[src/rtl/br_dump_pkg.sv]
// br_dump_pkg: shared widths and FSM state type for the register-bank dump engine.
package br_dump_pkg;
  localparam int DEF_DATA_W = 32;
  localparam int DEF_ADDR_W = 5;
  typedef enum logic [1:0] {
    ST_IDLE  = 2'd0,
    ST_FETCH = 2'd1,
    ST_SEND  = 2'd2
  } state_e;
endpackage

[src/rtl/br_dump.sv]
// br_dump: walks the register bank read port and streams each word with its address.
module br_dump
  import br_dump_pkg::*;
#(
  parameter int DATA_W    = DEF_DATA_W,
  parameter int ADDR_W    = DEF_ADDR_W,
  parameter int REG_COUNT = 32,
  parameter bit ZERO_X0   = 1'b1
) (
  input  logic              clk,
  input  logic              rst_n,
  input  logic              start,
  input  logic              abort,
  output logic              busy,
  output logic              done,
  output logic [ADDR_W-1:0] rd_addr,
  input  logic [DATA_W-1:0] rd_data,
  output logic              out_valid,
  input  logic              out_ready,
  output logic [ADDR_W-1:0] out_addr,
  output logic [DATA_W-1:0] out_data
);
  // One extra index bit so REG_COUNT == 2**ADDR_W ends without wrapping.
  localparam int IDX_W = ADDR_W + 1;
  localparam logic [IDX_W-1:0] LAST_IDX = IDX_W'(REG_COUNT - 1);
  state_e             state_q, state_d;
  logic [IDX_W-1:0]   idx_q, idx_d;
  logic               valid_q, valid_d;
  logic               done_q, done_d;
  logic [ADDR_W-1:0]  addr_q, addr_d;
  logic [DATA_W-1:0]  data_q, data_d;
  logic               hs;
  assign hs = valid_q && out_ready;
  always_comb begin
    state_d = state_q;
    idx_d   = idx_q;
    valid_d = valid_q;
    done_d  = 1'b0;
    addr_d  = addr_q;
    data_d  = data_q;
    unique case (state_q)
      ST_IDLE: begin
        if (start) begin
          state_d = ST_FETCH;
          idx_d   = '0;
        end
      end
      ST_FETCH: begin
        if (abort) begin
          state_d = ST_IDLE;
        end else begin
          data_d  = (ZERO_X0 && idx_q == '0) ? '0 : rd_data;
          addr_d  = idx_q[ADDR_W-1:0];
          valid_d = 1'b1;
          state_d = ST_SEND;
        end
      end
      ST_SEND: begin
        if (abort) begin
          state_d = ST_IDLE;
          valid_d = 1'b0;
        end else if (hs) begin
          valid_d = 1'b0;
          state_d = (idx_q == LAST_IDX) ? ST_IDLE : ST_FETCH;
          done_d  = (idx_q == LAST_IDX);
          idx_d   = (idx_q == LAST_IDX) ? idx_q : idx_q + 1'b1;
        end
      end
      default: begin
        state_d = ST_IDLE;
        valid_d = 1'b0;
      end
    endcase
  end
  always_ff @(posedge clk or negedge rst_n) begin
    if (!rst_n) begin
      state_q <= ST_IDLE;
      idx_q   <= '0;
      valid_q <= 1'b0;
      done_q  <= 1'b0;
      addr_q  <= '0;
      data_q  <= '0;
    end else begin
      state_q <= state_d;
      idx_q   <= idx_d;
      valid_q <= valid_d;
      done_q  <= done_d;
      addr_q  <= addr_d;
      data_q  <= data_d;
    end
  end
  assign busy      = (state_q != ST_IDLE);
  assign done      = done_q;
  assign rd_addr   = idx_q[ADDR_W-1:0];
  assign out_valid = valid_q;
  assign out_addr  = addr_q;
  assign out_data  = data_q;
endmodule

[config.mk]
export PLATFORM = sky130hd
export DESIGN_NAME = br_dump
export DESIGN_NICKNAME = d
export VERILOG_FILES = /design/src/rtl/br_dump_pkg.sv /design/src/rtl/br_dump.sv
export SDC_FILE = /design/constraint.sdc
export NUM_CORES = 1
export LEC_CHECK = 0
export CAP_MARGIN = 20
export CELL_PAD_IN_SITES_DETAIL_PLACEMENT = 1
export CELL_PAD_IN_SITES_GLOBAL_PLACEMENT = 2
export CORE_ASPECT_RATIO = 0.7
export CORE_MARGIN = 5
export CORE_UTILIZATION = 23
export CTS_CLUSTER_SIZE = 30
export DETAILED_ROUTE_END_ITERATION = 7
export GPL_ROUTABILITY_DRIVEN = 0
export PLACE_DENSITY_LB_ADDON = 0.1
export SLEW_MARGIN = 25
export SYNTH_ARGS = -nofsm -noshare
export SYNTH_HDL_FRONTEND = slang
export SYNTH_SLANG_ARGS = --single-unit
[constraint.sdc]
create_clock -name clk -period 1.49 [get_ports clk]
set_input_delay 0.2235 -clock clk [delete_from_list [all_inputs] [get_ports clk]]
set_output_delay 0.2235 -clock clk [all_outputs]
set_load 0.02 [all_outputs]
==> flow_metrics.tcl <==
set metrics [dict create \
    tightest_slew_ps 323 \
    first_global_vias 1661 \
    area.growth.synth_to_final_pct 74.2 \
    netSwitchingPower_mw 2.24 \
    core_mm2 0.00837 \
    grt_pass1_wl_um 9650 \
    rr_worst_depth 6 \
    swShare 0.353 \
    fmax_ghz 0.646 \
    final_area_mm2 0.00340 \
    overflow 0 \
    ys_top_cells_by_count "dfrtp_1 (47), a22o_1 (33), nor2_1 (7)" \
    hold_path.class "in -> async" \
    cts_tree "done" \
    async_flop_share 1.00 \
    io_buffer_count 81 \
    violations "setup timing" \
    worst_path_largest_cell_delay_ps 430 \
    yosys-top-cells-area "dfrtp_1 (60%), a22o_1 (15%), buf_4 (1.9%)" \
    fin_crit_sh 1.04 \
    report.final.slew_viol_count 0 \
    power_mw 6.36 \
    outcome "complete, but fails checks" \
    insertion_delay_ps 280 \
    final.setup.worst_slack_ps -59.1 \
    crit_path_end_kind "register" \
    via_count 1690 \
    p_leak_nw 1.96 \
    drt_iter0_markers 80 \
    timing.rr.end "idx_q[0]" \
    cts_root_buffer "clkbuf_16" \
    setup_violations 19 \
    finalHoldViolations 0 \
    htreeDepth 2 \
    worstReg2RegStart "idx_q[0]" \
    pin_count 82 \
    peakVddDrop_mv 0.826 \
    dieWidth_um 120 \
    drive_gt1_frac 0.213 \
    ys_seq_area_frac 0.602 \
    drc_errors 0 \
    r2r_setup_slack_ps -60 \
    vias_per_cell 4.59 \
    cp_cell_sequence "buf_6 > ha_4 > and2_4 > a21o_1 > or3_1 > o21ai_1" \
    clockBufferDepth 2 \
    syn_area_per_cell_um2 12.4 \
    final_nets 301 \
    ys.flop_type "dfrtp_1" \
    avgRoutedWirePerCell_um 18.1 \
    seq_power_share 0.321 \
    grt_usage 0.119 \
    ant_nets 0 \
    synth_edf_count 0 \
    first_pass_iters 4 \
    diodes 0 \
    syn_inst 158 \
    die-height_um 87.1 \
    crit_type "reg -> reg" \
    p_int_mw 4.12 \
    fin_skew_ps 7.75 \
    rows 28 \
    slew_headroom 0.783 \
    cts_buffers 5 \
    postPlaceCellArea_mm2 0.00302 \
    routed_wl_um 6670 \
    fillers 897 \
    synth-seq-cells 47 \
    syn_area_mm2 0.00195 \
    crit_path_max_fanout 4 \
    synth.net_count 197 \
    dp_hpwl_um 4500 \
    clock-sinks 47 \
    arrival_ps 1770 \
    yosysTopAreaCell "dfrtp_1" \
    grt_setup_unrepaired "yes" \
    synth_most_common_cell "dfrtp_1" \
    start_kind "register" \
    p_per_area_mw_per_mm2 1870 \
    crit_slowest_cell "dfrtp_1" \
    grt_start_max_net_pins 48 \
    pwr-share-clk 0.230 \
    antenna_found_initial 0 \
    min_period_ps 1550 \
    die_area_mm2 0.0105 \
    start_util 0.233 \
    worstPathRequired_ps 1710 \
    p_comb_frac 0.449 \
    max-cap-violations 0 \
    yosys_warnings 0 \
    ys_types 35 \
    synth_top_area_frac 0.602 \
    seqCellArea_mm2 0.00118 \
    multi_input_area_um2 749 \
    clkTransAtPathRegs_ps 70 \
]
## metrics by stage
stage | util | TNS [ps] | setup WS [ps] | hold WS (ps) | instances
6_report | 0.406 | -437 | -59.1 | 460 | 368
5_1_grt | 0.406 | -2290 | -106 | 502 | 368
4_1_cts | 0.383 | -1780 | -78.8 | 463 | 362
3_5_place_dp | 0.361 | -6440 | -215 | 238 | 353
3_3_place_gp | 0.361 | -5990 | -241 | 238 | 353
2_1_floorplan | - | 0 | 89.0 | -72.1 | 158
## flip-flops by register name, summed over array words and instances (netlist names)
| signal | cells |
|---|---|
| idx_q | 6 |
| out_valid | 1 |
| out_data | 32 |
| state_q | 2 |
| done | 1 |
| out_addr | 5 |
## cell type report
cell class                 count  share of cell area
sequential                    47               0.346
timing repair buffer         111               0.334
multi-input combinational     93               0.220
tap                          105              0.0386
clock buffer                   5              0.0368
clock inverter                 3              0.0199
inverter                       4             0.00441
## metal layers
metal | GRT usage | share of wire
met5 | 0 | 0
met4 | 0.0249 | 0.0036
met2 | 0.151 | 0.39
met3 | 0.0409 | 0.069
met1 | 0.188 | 0.54
## cells by family after synthesis
family | count (synthesis) | synth area share
AO/OA/AOI/OAI | 56 | 0.227
buffers and inverters | 18 | 0.0480
adder cells (fa/ha/maj) | 2 | 0.0128
flip-flops | 47 | 0.602
multiplexers | 3 | 0.0173
AND/OR/NAND/NOR | 32 | 0.0923
## power by group through the flow
stage / clock network (mW) / registers [mW] / logic, mW
floorplan: 0 / 2.59 / 0.845
global placement: 0 / 2.07 / 2.93
detailed placement: 0 / 2.07 / 2.92
CTS: 1.51 / 2.06 / 2.80
global route: 1.58 / 2.11 / 3.05
finish: 1.46 / 2.04 / 2.86
## critical path: cells and delay by family (launching register included)
| kind | cells | cell delay [ps] |
|---|---|---|
| buf+inv | 1 | 140 |
| fa+ha+maj | 1 | 140 |
| simple gates | 2 | 510 |
| flops | 1 | 430 |
| compound gates | 2 | 260 |
## how the worst max path moves through the flow
stage / startpoint / endpoint / slack (ps)
3_3_place_gp: abort / idx_q[4] / -240
2_1_floorplan: idx_q[0] / idx_q[0] / 90
3_5_place_dp: abort / idx_q[4] / -210
6_report: idx_q[0] / idx_q[0] / -60
5_1_grt: idx_q[0] / idx_q[0] / -110
4_1_cts: idx_q[0] / out_data[27] / -80
## layout by cell type (no fill, tap or decap), types with 2 or more instances in the layout
cell type        synthesis  layout
buf_4                    5      22
clkdlybuf4s50_1          0      39
nand2b_1                 3       3
bufinv_16                0       2
buf_12                   0       3
a22o_1                  33      33
buf_6                    0       2
clkbuf_16                0       7
inv_2                    1       3
o21ai_0                  6       6
dlygate4sd2_1            0      19
nand3_1                  4       4
mux2_2                   3       3
ha_4                     0       2
nor2_1                   7       7
a21o_1                   3       3
nand4_1                  2       2
a21oi_1                  4       4
nand2_1                  6       5
dfrtp_1                 47      46
dlymetal6s2s_1           0      21
## repair_timing
item | in CTS | in global routing
setup endpoints to repair | 56 | 59
hold endpoints to repair | 47 | 0
gates resized for setup | 24 | 34
gates cloned | 0 | 3
buffers inserted | 0 | 4
pin swaps | 0 | 11
hold buffers | 1 | 0
(Power assumes the default switching activity.)
